### src/rtl/pulse_burst_scheduler_if.sv
// Handshake and configuration bundle between the requesters and the pulse
// burst scheduler.
//   on         global enable; low blocks grants and aborts a running burst
//   req        per-requester request, level-sensitive
//   delay      cycles from grant to the first rising edge of signal
//   high_len   high cycles per pulse (0 behaves as 1)
//   low_len    low cycles between pulses (0 behaves as 1)
//   burst_len  pulses per burst (0 behaves as 1)
//   grant      one-hot owner of the generator
//   busy       high while a grant is held
//   signal     generated pulse train
//   done       one-cycle strobe when a burst completes normally
// The master modport is the requester side; the slave modport is the
// scheduler side.
interface pulse_burst_scheduler_if #(
  parameter int N_REQ   = 4,
  parameter int CNT_W   = 8,
  parameter int BURST_W = 4
);
  logic               on;
  logic [N_REQ-1:0]   req;
  logic [CNT_W-1:0]   delay;
  logic [CNT_W-1:0]   high_len;
  logic [CNT_W-1:0]   low_len;
  logic [BURST_W-1:0] burst_len;
  logic [N_REQ-1:0]   grant;
  logic               busy;
  logic               signal;
  logic               done;

  modport master (
    output on, req, delay, high_len, low_len, burst_len,
    input  grant, busy, signal, done
  );

  modport slave (
    input  on, req, delay, high_len, low_len, burst_len,
    output grant, busy, signal, done
  );
endinterface

### src/rtl/pulse_burst_scheduler.sv
// Shares one pulse generator between N_REQ requesters. A round-robin
// arbiter picks a winner, its timing configuration is latched at grant, and
// the block then produces a start delay followed by a burst of high/low
// pulses on signal.
//   clock    rising-edge clock
//   reset_n  asynchronous active-low reset
//   bus      scheduler side of pulse_burst_scheduler_if (on, req, config in;
//            grant, busy, signal, done out, all outputs registered)
//
// state | meaning
// IDLE  | no owner; grants the next requester while on=1
// DELAY | start delay, signal low
// HIGH  | pulse high phase
// LOW   | gap between pulses
// DONE  | one-cycle done strobe, grant still held
module pulse_burst_scheduler #(
  parameter int N_REQ   = 4,
  parameter int CNT_W   = 8,
  parameter int BURST_W = 4
) (
  input logic                   clock,
  input logic                   reset_n,
  pulse_burst_scheduler_if.slave bus
);

  localparam int PTR_W = (N_REQ > 1) ? $clog2(N_REQ) : 1;

  typedef enum logic [2:0] {IDLE, DELAY, HIGH, LOW, DONE} state_t;

  state_t             state;
  logic [PTR_W-1:0]   ptr;
  logic [PTR_W-1:0]   win_q;
  logic [CNT_W-1:0]   cnt;
  logic [CNT_W-1:0]   h_q;
  logic [CNT_W-1:0]   l_q;
  logic [BURST_W-1:0] pulse_rem;

  logic [2*N_REQ-1:0] req_dbl;
  logic [N_REQ-1:0]   req_rot;
  logic [PTR_W-1:0]   off;
  logic [PTR_W:0]     sum_raw;
  logic [PTR_W:0]     sum_wrap;
  logic [PTR_W-1:0]   win_c;
  logic [PTR_W-1:0]   win_next;
  logic [CNT_W-1:0]   h_in;
  logic [CNT_W-1:0]   l_in;
  logic [BURST_W-1:0] b_in;

  // Rotate the request vector so the pointer sits at bit 0, take the lowest
  // set bit, then rotate the offset back into an absolute index.
  always_comb begin
    req_dbl  = {bus.req, bus.req} >> ptr;
    req_rot  = req_dbl[N_REQ-1:0];
    off      = '0;
    for (int i = N_REQ - 1; i >= 0; i--) begin
      if (req_rot[i]) off = PTR_W'(i);
    end
    sum_raw  = {1'b0, ptr} + {1'b0, off};
    sum_wrap = (sum_raw >= (PTR_W+1)'(N_REQ)) ? (sum_raw - (PTR_W+1)'(N_REQ)) : sum_raw;
    win_c    = sum_wrap[PTR_W-1:0];
  end

  assign win_next = (win_q == PTR_W'(N_REQ - 1)) ? '0 : win_q + 1'b1;

  assign h_in = (bus.high_len  == '0) ? CNT_W'(1)   : bus.high_len;
  assign l_in = (bus.low_len   == '0) ? CNT_W'(1)   : bus.low_len;
  assign b_in = (bus.burst_len == '0) ? BURST_W'(1) : bus.burst_len;

  // Counters hold "cycles remaining minus one" so a phase ends when they
  // reach zero; pulse_rem counts the pulses still to follow the current one.
  always_ff @(posedge clock or negedge reset_n) begin
    if (!reset_n) begin
      state      <= IDLE;
      ptr        <= '0;
      win_q      <= '0;
      cnt        <= '0;
      h_q        <= '0;
      l_q        <= '0;
      pulse_rem  <= '0;
      bus.grant  <= '0;
      bus.busy   <= 1'b0;
      bus.signal <= 1'b0;
      bus.done   <= 1'b0;
    end else if (state != IDLE && !bus.on) begin
      // Abort still moves the pointer past the interrupted owner.
      state      <= IDLE;
      cnt        <= '0;
      ptr        <= win_next;
      bus.grant  <= '0;
      bus.busy   <= 1'b0;
      bus.signal <= 1'b0;
      bus.done   <= 1'b0;
    end else begin
      case (state)
        IDLE: begin
          if (bus.on && |bus.req) begin
            bus.grant <= N_REQ'(1) << win_c;
            bus.busy  <= 1'b1;
            win_q     <= win_c;
            h_q       <= h_in;
            l_q       <= l_in;
            pulse_rem <= b_in - 1'b1;
            if (bus.delay == '0) begin
              state      <= HIGH;
              bus.signal <= 1'b1;
              cnt        <= h_in - 1'b1;
            end else begin
              state <= DELAY;
              cnt   <= bus.delay - 1'b1;
            end
          end
        end
        DELAY: begin
          if (cnt == '0) begin
            state      <= HIGH;
            bus.signal <= 1'b1;
            cnt        <= h_q - 1'b1;
          end else begin
            cnt <= cnt - 1'b1;
          end
        end
        HIGH: begin
          if (cnt == '0) begin
            bus.signal <= 1'b0;
            if (pulse_rem == '0) begin
              state    <= DONE;
              bus.done <= 1'b1;
            end else begin
              state <= LOW;
              cnt   <= l_q - 1'b1;
            end
          end else begin
            cnt <= cnt - 1'b1;
          end
        end
        LOW: begin
          if (cnt == '0) begin
            state      <= HIGH;
            bus.signal <= 1'b1;
            cnt        <= h_q - 1'b1;
            pulse_rem  <= pulse_rem - 1'b1;
          end else begin
            cnt <= cnt - 1'b1;
          end
        end
        DONE: begin
          state     <= IDLE;
          ptr       <= win_next;
          bus.grant <= '0;
          bus.busy  <= 1'b0;
          bus.done  <= 1'b0;
        end
        default: state <= IDLE;
      endcase
    end
  end

endmodule

### src/flat_wrapper.sv
// flat-port wrapper written by rule: the top's interface ports become plain ports
module pulse_burst_scheduler_flat 
#(
  parameter int N_REQ   = 4,
  parameter int CNT_W   = 8,
  parameter int BURST_W = 4
)
  (clock, reset_n, bus_on, bus_req, bus_delay, bus_high_len, bus_low_len, bus_burst_len, bus_grant, bus_busy, bus_signal, bus_done);
  pulse_burst_scheduler_if #(.N_REQ(N_REQ), .CNT_W(CNT_W), .BURST_W(BURST_W)) bus_i ();
  input logic clock;
  input logic reset_n;
  input wire logic [$bits(bus_i.on)-1:0] bus_on;
  input wire logic [$bits(bus_i.req)-1:0] bus_req;
  input wire logic [$bits(bus_i.delay)-1:0] bus_delay;
  input wire logic [$bits(bus_i.high_len)-1:0] bus_high_len;
  input wire logic [$bits(bus_i.low_len)-1:0] bus_low_len;
  input wire logic [$bits(bus_i.burst_len)-1:0] bus_burst_len;
  output wire logic [$bits(bus_i.grant)-1:0] bus_grant;
  output wire logic [$bits(bus_i.busy)-1:0] bus_busy;
  output wire logic [$bits(bus_i.signal)-1:0] bus_signal;
  output wire logic [$bits(bus_i.done)-1:0] bus_done;
  assign bus_i.on = bus_on;
  assign bus_i.req = bus_req;
  assign bus_i.delay = bus_delay;
  assign bus_i.high_len = bus_high_len;
  assign bus_i.low_len = bus_low_len;
  assign bus_i.burst_len = bus_burst_len;
  assign bus_grant = bus_i.grant;
  assign bus_busy = bus_i.busy;
  assign bus_signal = bus_i.signal;
  assign bus_done = bus_i.done;
  pulse_burst_scheduler #(.N_REQ(N_REQ), .CNT_W(CNT_W), .BURST_W(BURST_W)) u_core (.clock(clock), .reset_n(reset_n), .bus(bus_i));
endmodule
### config.mk
export PLATFORM = sky130hd
export DESIGN_NAME = pulse_burst_scheduler_flat
export DESIGN_NICKNAME = d
export VERILOG_FILES = /design/src/rtl/pulse_burst_scheduler_if.sv /design/src/rtl/pulse_burst_scheduler.sv /design/src/flat_wrapper.sv
export SDC_FILE = /design/constraint.sdc
export NUM_CORES = 1
export LEC_CHECK = 0
export ABC_AREA = 1
export CORE_UTILIZATION = 37
export DETAILED_ROUTE_END_ITERATION = 7
export SLEW_MARGIN = 20
export SYNTH_ARGS = -nofsm -noshare
export SYNTH_HDL_FRONTEND = slang
export SYNTH_SLANG_ARGS = --single-unit
export TNS_END_PERCENT = 10
### constraint.sdc
create_clock -name clock -period 5.1 [get_ports clock]
set_input_delay 1.02 -clock clock [delete_from_list [all_inputs] [get_ports clock]]
set_output_delay 1.02 -clock clock [all_outputs]
set_load 0.02 [all_outputs]
After elaboration in Yosys (flattened, before gate mapping). Cells that the tools add are included.

Reduce and logical (&&, ||, !) cells: 25. $lt $le $gt $ge: 1. Shift operators: 2. Add/sub/neg operators: 10. Muxes and demuxes: 44. Bitwise operators: 1. Equal/unequal tests: 13.

Operators by type and width (count): 8-bit two-way mux (8); 8-bit by 1-bit subtractor with 8-bit output, second input constant (5); 8-bit logical NOT (4); 8-bit case mux with 3 select lines (1); 4-bit two-way mux (5); 2-bit two-way mux (9); 4-bit case mux with 2 select lines (2); 3-bit two-way mux (5); 3-bit by 1-bit != test with 1-bit output, second input constant (5); 3-bit AND reduction (4); 1-bit two-way mux (10); 3-bit case mux with 3 select lines (1); 3-bit nonzero test (3); 4-bit logical NOT (2); 8-bit by 2-bit >> shifter with 4-bit output (1); 4-bit by 1-bit subtractor with 4-bit output, second input constant (2); 3-bit by 2-bit == test with 1-bit output, second input constant (2); 5-bit AND reduction (1); 2-bit by 1-bit != test with 1-bit output, second input constant (2); 4-bit by 3-bit != test with 1-bit output, second input constant (1); 1-bit case mux with 2 select lines (2); 4-bit AND reduction (1); 2-bit nonzero test (2); 4-bit nonzero test (1); 16 further kinds (17).

Word-level logic and storage cells: 107. Register bits: 42. Output and inout bits: 7. Input bits: 35.

Depth between registers and ports, before layout. Gate-level depths: netlist of the first run.

Depth after elaboration: 12. Mapped depth: 15. Depth with buffers taken out: 15.

Least setup slack after synthesis of the first run. OpenSTA, ideal clock, no wires.

Kind: input to register. From: in bus_delay[7]. To: reg u_core.cnt[6]. Stages on the path: 13. Arrival time: 2.251 ns. Path buffers: 0. Slack: 2.732 ns. Required time: 4.984 ns. Library setup time: 0.116 ns. Cell sequence: nor2_1 -> nand2_1 -> nor2_2 -> a21oi_1 -> ha_1 -> nand3_1 -> nor2_1 -> nand2_1 -> nand2_1 -> nand3_1 -> nand2_1 -> nand2_1 -> nand2_1.

Cells in the longest elaborated chain, start to end: 5.

RTL lines: start, declared (line flat_wrapper.sv:14) `input wire logic [$bits(bus_i.delay)-1:0] bus_delay;`; 8-bit logical NOT (line pulse_burst_scheduler.sv:103) `if (bus.delay == '0) begin`; 8-bit two-way mux (line pulse_burst_scheduler.sv:103); 8-bit two-way mux (line pulse_burst_scheduler.sv:96) `if (bus.on && |bus.req) begin`; 8-bit case mux with 3 select lines (line pulse_burst_scheduler.sv:94) `case (state)`; 8-bit two-way mux (line pulse_burst_scheduler.sv:84) `end else if (state != IDLE && !bus.on) begin`; end signal, assigned (line pulse_burst_scheduler.sv:106) `cnt <= h_in - 1'b1;`; end signal, assigned (line pulse_burst_scheduler.sv:109) `cnt <= bus.delay - 1'b1;`; end signal, assigned (line pulse_burst_scheduler.sv:117) `cnt <= h_q - 1'b1;`; end, declared (line pulse_burst_scheduler.sv:33) `logic [CNT_W-1:0] cnt;`.

No other way between the ends. The select of a mux whose other input is x is not followed. A chain may end at the register's enable or synchronous reset.

Final worst setup path of the first run.
From: in bus_on. To: reg u_core.l_q[0].

Cells in the longest elaborated chain, start to end: 4. Elaborated cells on any way between the ends: 5. Those cells by class: bitwise (1); reduce/logical (4).

RTL lines: start, declared (line flat_wrapper.sv:12) `input wire logic [$bits(bus_i.on)-1:0] bus_on;`; 1-bit logical NOT (line pulse_burst_scheduler.sv:84); 1-bit logical AND (line pulse_burst_scheduler.sv:84); 1-bit NOT (no line); 3-bit AND reduction (no line) *; end signal, assigned (line pulse_burst_scheduler.sv:101) `l_q <= l_in;`; end, declared (line pulse_burst_scheduler.sv:35) `logic [CNT_W-1:0] l_q;`.

Every way passes the cells marked *; elsewhere a longest branch is shown, timed or not.

==> key figures, run 1 <==
Clocking
  – Worst-path clk slew: 80 ps
  – CTS tree: built
  – CTS Buffer Depth: 2
  – Hold buffer count at cts: 0
  – Total CTS buffers: 5
  – Root Driver: clkbuf_8
  – CTS resizes: 0
  – CTS H-tree depth: 2
  – Clock sink count: 42
  – Clock Latency Late Sink: approximately 300 ps
  – Post-CTS Setup Bufs: 0

Finish
  – Fraction of layout instances using a drive strength above 1: 5.01%
  – Area grow syn2layout: 20.0%
  – Fill cell count: 833
  – N_diodes: 0
  – Nets: approximately 540

Worst setup path
  – Kind of critical path: in2reg
  – Reg2reg end: u_core.l_q[0]$_DFFE_PN0P_
  – CP Launch Type: input port
  – R2r setup slk: approximately 2600 ps
  – Crit path DAT: 3300 ps
  – RR Startpoint: u_core.state[0]$_DFFE_PN0P_
  – Reg2reg path depth: 7
  – Crit Path Max Fanout: 29
  – Worst Path Required: roughly 5300 ps
  – CP Capture Type: flop

Detailed routing
  – Initial drt markers: between 150 and 200
  – Antenna Nets Post-Route: 0
  – Routed via count: 2,972
  – DRT met1 WL: 3740 um
  – Routed length on met3: roughly 390 um
  – Met2 routed WL: 3210 um
  – Wirelength per Cell: 12.3 um
  – Final WL: 7420 um
  – DRC Markers: 0
  – DR pass1 iterations: 4
  – Highest Signal Layer: met4
  – Vias per cell: 4.95

Power and ir drop
  – NetSw: 0.978 mW
  – Pint: 1.06 mW
  – Pwr dens: around 560 nW/um^2
  – Worst vdd ir: about 0.17 mV
  – Comb pwr share: 57.1%
  – Switching fraction of total power: 48.0%
  – Seq pwr share: 29.4%
  – Leakage: 1.79 nW
  – Clock Power Share: 13.6%

Flow run
  – Number of max-cap violations: 0

Worst hold path
  – Hold WC Path Type: reg2reg
  – WHS Endpoint: u_core.bus.grant[1]$_DFFE_PN0P_
  – Hold path cells: 2
  – Worst Hold Launch: u_core.bus.grant[1]$_DFFE_PN0P_

Synthesis
  – Seq cells post-synth: 42
  – FFs w/ async S/R, synth: 100%
  – Ys Warns: 0
  – Post-synth EDFFs: 0
  – Avg Cell Area, Syn: 6.62 um^2
  – Synth unique cells: 35
  – Syn_nets: 501
  – Seq/Total Area, Yosys: 34.7%
  – Prevailing post-synth register cell: dfrtp_1
  – Post-Syn Area: just over 3000 um^2
  – Cells after synthesis: 458

Floorplan
  – Die Area: around 8600 um^2
  – Site row count: 32
  – Io pins: 42
  – Initial Util: 38.8%
  – Die Wd: 92.5 um
  – Core area: ~8000 um^2
  – Overall die height: roughly 93 um

Timing
  – Final period utilization: between 60 and 70%
  – # setup viols final: 0
  – Worst slew margin: 36.3%
  – Min Clock Period, post-route: 3090 ps
  – Final Max Slew Viols: 0
  – Skew final: roughly 6.5 ps
  – F_max: 324 MHz
  – Worst-Margin Slew: 951 ps
  – TNS Setup: 0 ps
  – Setup ws final: just over 2000 ps
  – Fin. Hold Viols: 0
  – RSZ-0062 raised after global routing: no

Placed design
  – Gpl congestion: 0.853
  – DP Worst Slack: between 1500 and 2000 ps
  – Post-DP HPWL: 5830 um
  – Port Buf Inserts: 41

Global route
  – Antenna violations before repair: 0
  – Largest net degree at the start of global routing: 43
  – First-pass GRT wire length: about 13,000 um
  – Total GRT Usage: 18.8%
  – Vias in the first global route: 2,824
  – GR Overflow Total: 0

Outcome
  – Status: finished, final reports clean
==> synth_stat cells (2+ instances only) <==
| cell | n | area, um^2 |
|---|---|---|
| clkbuf_1 | 2 | 7.51 |
| o211ai_1 | 2 | 15.0 |
| ha_1 | 8 | 100 |
| dfrtp_1 | 42 | 1050 |
| mux2i_1 | 2 | 20.0 |
| o21a_1 | 3 | 22.5 |
| nor2_2 | 2 | 12.5 |
| nand2_2 | 2 | 12.5 |
| nand3_1 | 48 | 240 |
| nand4_1 | 7 | 43.8 |
| a21oi_1 | 12 | 60.1 |
| nor2_1 | 41 | 154 |
| xnor2_1 | 2 | 17.5 |
| nor4_1 | 2 | 12.5 |
| nand2_1 | 144 | 541 |
| nand3_2 | 2 | 20.0 |
| o31ai_1 | 2 | 15.0 |
| inv_1 | 62 | 233 |
| inv_2 | 4 | 15.0 |
| nor2_4 | 3 | 33.8 |
| xor2_1 | 5 | 43.8 |
| buf_2 | 3 | 15.0 |
| buf_4 | 2 | 15.0 |
| o21ai_0 | 39 | 195 |
| o21ai_1 | 7 | 35.0 |
==> critical path, cell delays in order <==
cell	delay, ps
clkdlybuf4s50_1	680
nand3_1	500
inv_1	790
nand4_1	180
o211ai_1	130
==> layout make-up <==
class,instances,area [um^2],share of cell area [%]
clock buffers,6,82.6,2.27
clock inverters,1,30.0,0.825
inverters,67,251,6.91
multi-input cells,342,1690,46.5
flip-flops and latches,42,1050,28.9
well taps,102,128,3.51
repair buffers,41,405,11.1
==> power groups by stage <==
stage                     Clock, mW  Combinational, mW  Sequential [mW]
final                         0.277               1.16            0.598
after global routing          0.299               1.34            0.622
after CTS                     0.283               1.16            0.599
after detailed placement          0               1.15            0.604
after global placement            0               1.14            0.604
after floorplan                   0              0.846            0.603
==> worst max-delay path by stage <==
stage	endpoint	slack, ps	startpoint	depth (start not counted)
global route	u_core.l_q[0]$_DFFE_PN0P_	1780	bus_on	5
detailed placement	u_core.l_q[0]$_DFFE_PN0P_	1680	bus_on	5
floorplan	u_core.cnt[6]$_DFFE_PN0P_	2730	bus_delay[7]	13
global placement	u_core.l_q[0]$_DFFE_PN0P_	1660	bus_on	5
finish	u_core.l_q[0]$_DFFE_PN0P_	2010	bus_on	5
CTS	u_core.l_q[0]$_DFFE_PN0P_	1990	bus_on	5
==> stage by stage <==
step,total power [mW],area (um^2),utilization [%],instances,hold WS [ps]
after floorplan,1.45,3030,-,458,449
after global placement,1.75,3530,45.2,594,462
after detailed placement,1.76,3530,45.2,594,465
after CTS,2.04,3640,46.6,601,486
after global routing,2.26,3640,46.6,601,509
final,2.04,3640,46.6,601,483
==> per-layer routing <==
layer | vias to the layer above | track usage (%)
met5 | - | 0
met4 | 0 | 5.08
met3 | 10 | 3.20
met2 | 64 | 29.3
met1 | 1346 | 26.9
li1 | 1552 | -
==> state kept, by name, indices dropped and copies added, names as in the netlist <==
register	count
u_core.bus.signal	1
u_core.bus.grant	4
u_core.bus.busy	1
u_core.win_q	2
u_core.bus.done	1
u_core.h_q	8
u_core.cnt	8
u_core.pulse_rem	4
u_core.l_q	8
u_core.ptr	2
u_core.state	3
==> cells by family after synthesis <==
group,synth area share (%)
adder cells (fa/ha/maj),3.30
XOR/XNOR,2.02
AO/OA/AOI/OAI,12.4
AND/OR/NAND/NOR,37.1
flip-flops,34.7
multiplexers,1.03
buffers and inverters,9.53
==> cells in the final DEF (no fill, tap or decap), types with 2 or more instances in the layout <==
cell type	n
o21a_1	3
nor2_1	41
xor2_1	5
clkbuf_8	6
nand2_2	2
xnor2_1	2
mux2i_1	2
o31ai_1	2
nor2_4	3
dfrtp_1	42
ha_1	8
nand2_1	144
inv_2	4
nand3_2	2
o21ai_1	7
inv_1	62
a21oi_1	12
nor2_2	2
o21ai_0	39
nor4_1	2
o211ai_1	2
nand3_1	48
nand4_1	7
clkdlybuf4s50_1	40
Power figures use the tool's default switching activity.
==> run 2, diff against run 1 <==
- clock period: 5.1 -> 2.7 ns (I/O delays scaled with it)
==> run 2 against run 1 <==
Sequential share of layout area fell by 0.40 points; cell area up 1.4%; setup slack got worse by 1500 ps; clock skew decreased by 1.8 ps; final cell count rose by 1.2%; sequential cell count unchanged; critical endpoint is now u_core.bus.signal$_DFFE_PN0P_.
==> key figures, run 2 (synthesized netlist as in run 1, its figures left out) <==
Outcome
  – Status: finished, final reports clean

Clocking
  – Root Driver: clkbuf_8
  – CTS resizes: 0
  – Clock sink count: between 40 and 50
  – Post-CTS Setup Bufs: 0
  – CTS tree: built
  – CTS H-tree depth: 2
  – Clock Latency Late Sink: ~290 ps
  – Hold buffer count at cts: 0
  – Worst-path clk slew: ~80 ps
  – CTS Buffer Depth: 2
  – Total CTS buffers: 5

Floorplan
  – Site row count: 32
  – Die Wd: between 90 and 100 um
  – Die Area: 8560 um^2
  – Initial Util: 38.8%
  – Overall die height: between 90 and 100 um
  – Io pins: 42
  – Core area: 7810 um^2

Worst setup path
  – CP Launch Type: flop
  – Slowest cell on crit path: dfrtp_1
  – Crit Path Max Fanout: 11
  – CP cell instances: inv_1, ha_1, inv_1, nor2_1, nand3_1, nand2_1, o21ai_1, nor3b_1, nor2_1, a21oi_1
  – CP Capture Type: flop
  – Crit path DAT: 2390 ps
  – R2r setup slk: approximately 540 ps
  – Slowest stage delay, CP: 380 ps
  – Worst Path Required: 2930 ps
  – Kind of critical path: reg2reg

Timing
  – Skew final: 4.68 ps
  – Final Max Slew Viols: 0
  – WHS: 178 ps
  – Final period utilization: 80.1%
  – Setup ws final: ~540 ps
  – Worst slew margin: 65.6%
  – Worst-Margin Slew: 514 ps
  – RSZ-0062 raised after global routing: no
  – Fin. Hold Viols: 0
  – F_max: 462 MHz
  – Min Clock Period, post-route: roughly 2200 ps
  – # setup viols final: 0
  – TNS Setup: 0 ps

Global route
  – Largest net degree at the start of global routing: 28
  – First-pass GRT wire length: 12,600 um
  – Vias in the first global route: 2,668
  – Total GRT Usage: 18.5%
  – GR Overflow Total: 0
  – Antenna violations before repair: 0

Power and ir drop
  – Worst vdd ir: 0.352 mV
  – Leakage: 1.82 nW
  – Pwr dens: 1040 nW/um^2
  – Final Power: 3.85 mW

Placed design
  – Port Buf Inserts: 41
  – Placed cells: 600
  – DP Area: 3590 um^2
  – DP Worst Slack: about 290 ps
  – Gpl congestion: 0.864
  – Post-DP HPWL: about 5800 um

Worst hold path
  – Hold WC Path Type: in2async

Finish
  – Fraction of layout instances using a drive strength above 1: 5.93%
  – N_diodes: 0
  – Area grow syn2layout: 21.7%
  – Highest-count cells in the layout ignoring fill and taps: 144 x nand2_1, 62 x inv_1, 48 x nand3_1
  – Final Non-Filler Cells: roughly 610
  – Leading cell type in the layout, fill and taps excluded: nand2_1
  – Nets: between 500 and 600
  – Fill cell count: 806
  – Top flop regs: u_core.cnt: 8 flops, u_core.h_q: 8 flops, u_core.l_q: 8 flops
  – Post-layout util: 47.3%
  – Design area: 3690 um^2

Detailed routing
  – DR pass1 iterations: 6
  – Initial drt markers: 150
  – Antenna Nets Post-Route: 0
  – DRC Markers: 0
  – Wirelength per Cell: 12.2 um
  – Routed via count: between 2,000 and 3,000
  – Vias per cell: between 4 and 5
  – Final WL: 7420 um

Flow run
  – Number of max-cap violations: 0
run 2: area by class of cell:
class	instances	area, um^2	area share, %
clock buffers	7	76.3	2.07
clock inverters	1	30.0	0.813
inverters	67	251	6.81
multi-input cells	342	1690	45.8
flip-flops and latches	42	1050	28.5
well taps	102	128	3.46
repair buffers	47	463	12.5
run 2: worst max-delay path, delay by kind of cell, from the launching register on:
kind	cells	cell delay, ps
AOI/OAI and AO/OA	2	280
adders and majority gates	1	170
buffers and inverters	2	180
DFF	1	380
and+or+nand+nor	5	1080
run 2: path summary, 6_finish.rpt:
kind                                        startpoint                         endpoint  cells after the start
min                                            reset_n  u_core.pulse_rem[0]$_DFFE_PN0P_                      1
min reg2reg                u_core.bus.busy$_DFFE_PN0P_      u_core.bus.busy$_DFFE_PN0P_                      2
max                          u_core.cnt[0]$_DFFE_PN0P_    u_core.bus.signal$_DFFE_PN0P_                     10
min in group clock         u_core.bus.busy$_DFFE_PN0P_      u_core.bus.busy$_DFFE_PN0P_                      2
max reg2reg                  u_core.cnt[0]$_DFFE_PN0P_    u_core.bus.signal$_DFFE_PN0P_                     10
max in group asynchronous                      reset_n        u_core.h_q[6]$_DFFE_PN0P_                      2
run 2: power by group:
| group | internal, mW | switching [mW] |
|---|---|---|
| logic | 0.818 | 1.40 |
| registers | 0.918 | 0.214 |
| clock network | 0.277 | 0.219 |
run 2: metal layers:
metal	global-route usage, %	vias up	part of all wire (%)
li1	-	1562	-
met1	27.4	1351	52
met2	28.3	50	43
met3	2.38	7	3.8
met4	4.69	0	1.1
met5	0	-	0
==> run 3, diff against run 2 <==
- clock period: 2.7 -> 2.1 ns (I/O delays scaled with it)
==> run 3 against run 2 <==
Global-route usage is 0.83 points higher; cell area is 6.0% higher; total power is 32% higher; clock power is 29% higher; hold slack worse by 3.8 ps; sequential power is 29% higher; utilization is 2.8 points higher; wire length is 2.7% higher; combinational power is 35% higher; highest routed layer unchanged.
==> key figures, run 3 (synthesized netlist as in run 1, its figures left out) <==
Finish
  – Fraction of layout instances using a drive strength above 1: 11.3%
  – N_diodes: 0
  – Highest-count cells in the layout ignoring fill and taps: 144 x nand2_1, 62 x inv_1, 47 x nand3_1
  – Nets: between 500 and 600
  – Leading cell type in the layout, fill and taps excluded: nand2_1
  – Top flop regs: u_core.cnt: 8 flops, u_core.h_q: 8 flops, u_core.l_q: 8 flops
  – Area grow syn2layout: 29.0%

Detailed routing
  – DRT met1 WL: roughly 4000 um
  – Initial drt markers: 174
  – Antenna Nets Post-Route: 0
  – Routed length on met3: 248 um
  – DR pass1 iterations: 4
  – DRC Markers: 0
  – Vias per cell: 4.86
  – Final WL: 7610 um
  – Met2 routed WL: 3290 um
  – Highest Signal Layer: met4
  – Wirelength per Cell: 12.0 um
  – Routed via count: 3,074

Global route
  – Antenna violations before repair: 0
  – GR Overflow Total: 0
  – First-pass GRT wire length: 13,100 um
  – Vias in the first global route: just under 3,000
  – Total GRT Usage: 19.3%
  – Largest net degree at the start of global routing: 43

Clocking
  – CTS tree: built
  – CTS resizes: 0
  – Clock sink count: 42
  – Root Driver: clkbuf_8
  – Clock Latency Late Sink: 300 ps
  – Post-CTS Setup Bufs: 0
  – Total CTS buffers: 5
  – Hold buffer count at cts: 0
  – CTS H-tree depth: 2
  – CTS Buffer Depth: 2
  – Worst-path clk slew: 80 ps

Worst setup path
  – Reg2reg end: u_core.bus.grant[2]$_DFFE_PN0P_
  – Buf/Inv on CP: 3
  – CP Capture Type: flop
  – CP Launch Type: input port
  – Most frequent CP cell: inv_1
  – Crit path DAT: 2180 ps
  – CP delay by family, top: buffers and inverters
  – Worst Path Required: 2340 ps
  – CP cell instances: clkdlybuf4s50_1, inv_1, o21ai_0, mux2i_1, a21boi_1, ha_1, inv_1, nor2_1, nand3_1, nand2_1
  – Reg2reg path depth: 7
  – R2r setup slk: approximately 230 ps
  – Slowest stage delay, CP: about 470 ps
  – RR Startpoint: u_core.ptr[0]$_DFFE_PN0N_
  – Crit Path Max Fanout: 5
  – Slowest cell on crit path: clkdlybuf4s50_1
  – Kind of critical path: in2reg

Timing
  – TNS Setup: 0 ps
  – Final Max Slew Viols: 0
  – Fin. Hold Viols: 0
  – Final period utilization: between 90% and 100%
  – Worst slew margin: between 60% and 70%
  – RSZ-0062 raised after global routing: no
  – Min Clock Period, post-route: 1940 ps
  – WHS: 174 ps
  – Worst-Margin Slew: 545 ps
  – F_max: between 500 and 600 MHz
  – # setup viols final: 0
  – Skew final: around 6.6 ps

Worst hold path
  – Hold WC Path Type: in2async

Power and ir drop
  – Leakage: 1.95 nW
  – Final Power: 5.10 mW
  – Worst vdd ir: between 0.4 and 0.5 mV
  – Pwr dens: ~1300 nW/um^2

Flow run
  – Number of max-cap violations: 0

Placed design
  – Port Buf Inserts: 41
  – Gpl congestion: roughly 0.9
  – Post-DP HPWL: 6000 um

Outcome
  – Status: finished, final reports clean

Floorplan
  – Core area: 7810 um^2
  – Initial Util: 38.8%
  – Io pins: 42
  – Overall die height: 92.5 um
  – Site row count: 32
  – Die Wd: 92.5 um
  – Die Area: 8560 um^2
## run 3: cell count changes in the layout (fill, tap and decap cells not counted)
cell,change
a21oi_2,+1
buf_12,+1
a21oi_1,-1
nor2_1,-3
a21boi_1,+1
nor2_2,+2
a21boi_0,-1
nand3_2,+1
nand3_1,-1
buf_4,+24
nor2_4,+1
## run 3: worst max-delay path by stage
stage	from	end	slack [ps]	cells after the start
detailed placement	bus_req[3]	u_core.bus.grant[0]$_DFFE_PN0P_	-190	14
finish	bus_req[2]	u_core.bus.grant[3]$_DFFE_PN0P_	160	10
global route	bus_req[0]	u_core.bus.grant[3]$_DFFE_PN0P_	2	10
CTS	bus_req[3]	u_core.bus.grant[0]$_DFFE_PN0P_	130	14
global placement	bus_req[3]	u_core.bus.grant[2]$_DFFE_PN0P_	-120	12
floorplan	bus_delay[7]	u_core.cnt[6]$_DFFE_PN0P_	330	13
## run 3: cell type report
class,count,area (um^2)
well taps,102,128
fillers,809,3890
multi-input cells,342,1710
repair buffers,72,663
inverters,67,251
flip-flops and latches,42,1050
clock buffers,7,76.3
clock inverters,1,30.0
## run 3: where the power goes
| group | switching, mW | total [mW] | internal, mW | leakage [nW] |
|---|---|---|---|---|
| Sequential | 0.278 | 1.46 | 1.18 | 0.527 |
| Clock | 0.282 | 0.638 | 0.356 | 0.0524 |
| Combinational | 1.83 | 3.00 | 1.17 | 1.37 |
| Total | 2.39 | 5.10 | 2.71 | 1.95 |
## run 3: layer usage
layer / GRT usage (%) / vias up
met5: 0 / -
met3: 2.46 / 7
met1: 29.1 / 1405
met4: 5.47 / 0
li1: - / 1613
met2: 28.8 / 49
## run 3: metrics by stage
| step | cells | setup WS (ps) | instance area (um^2) | util (%) |
|---|---|---|---|---|
| 4_1_cts | 633 | 127 | 3890 | 49.9 |
| 5_1_grt | 633 | 1.60 | 3910 | 50.1 |
| 3_5_place_dp | 625 | -186 | 3790 | 48.5 |
| 6_report | 633 | 163 | 3910 | 50.1 |
| 2_1_floorplan | 458 | 332 | 3030 | - |
| 3_3_place_gp | 625 | -125 | 3790 | 48.5 |
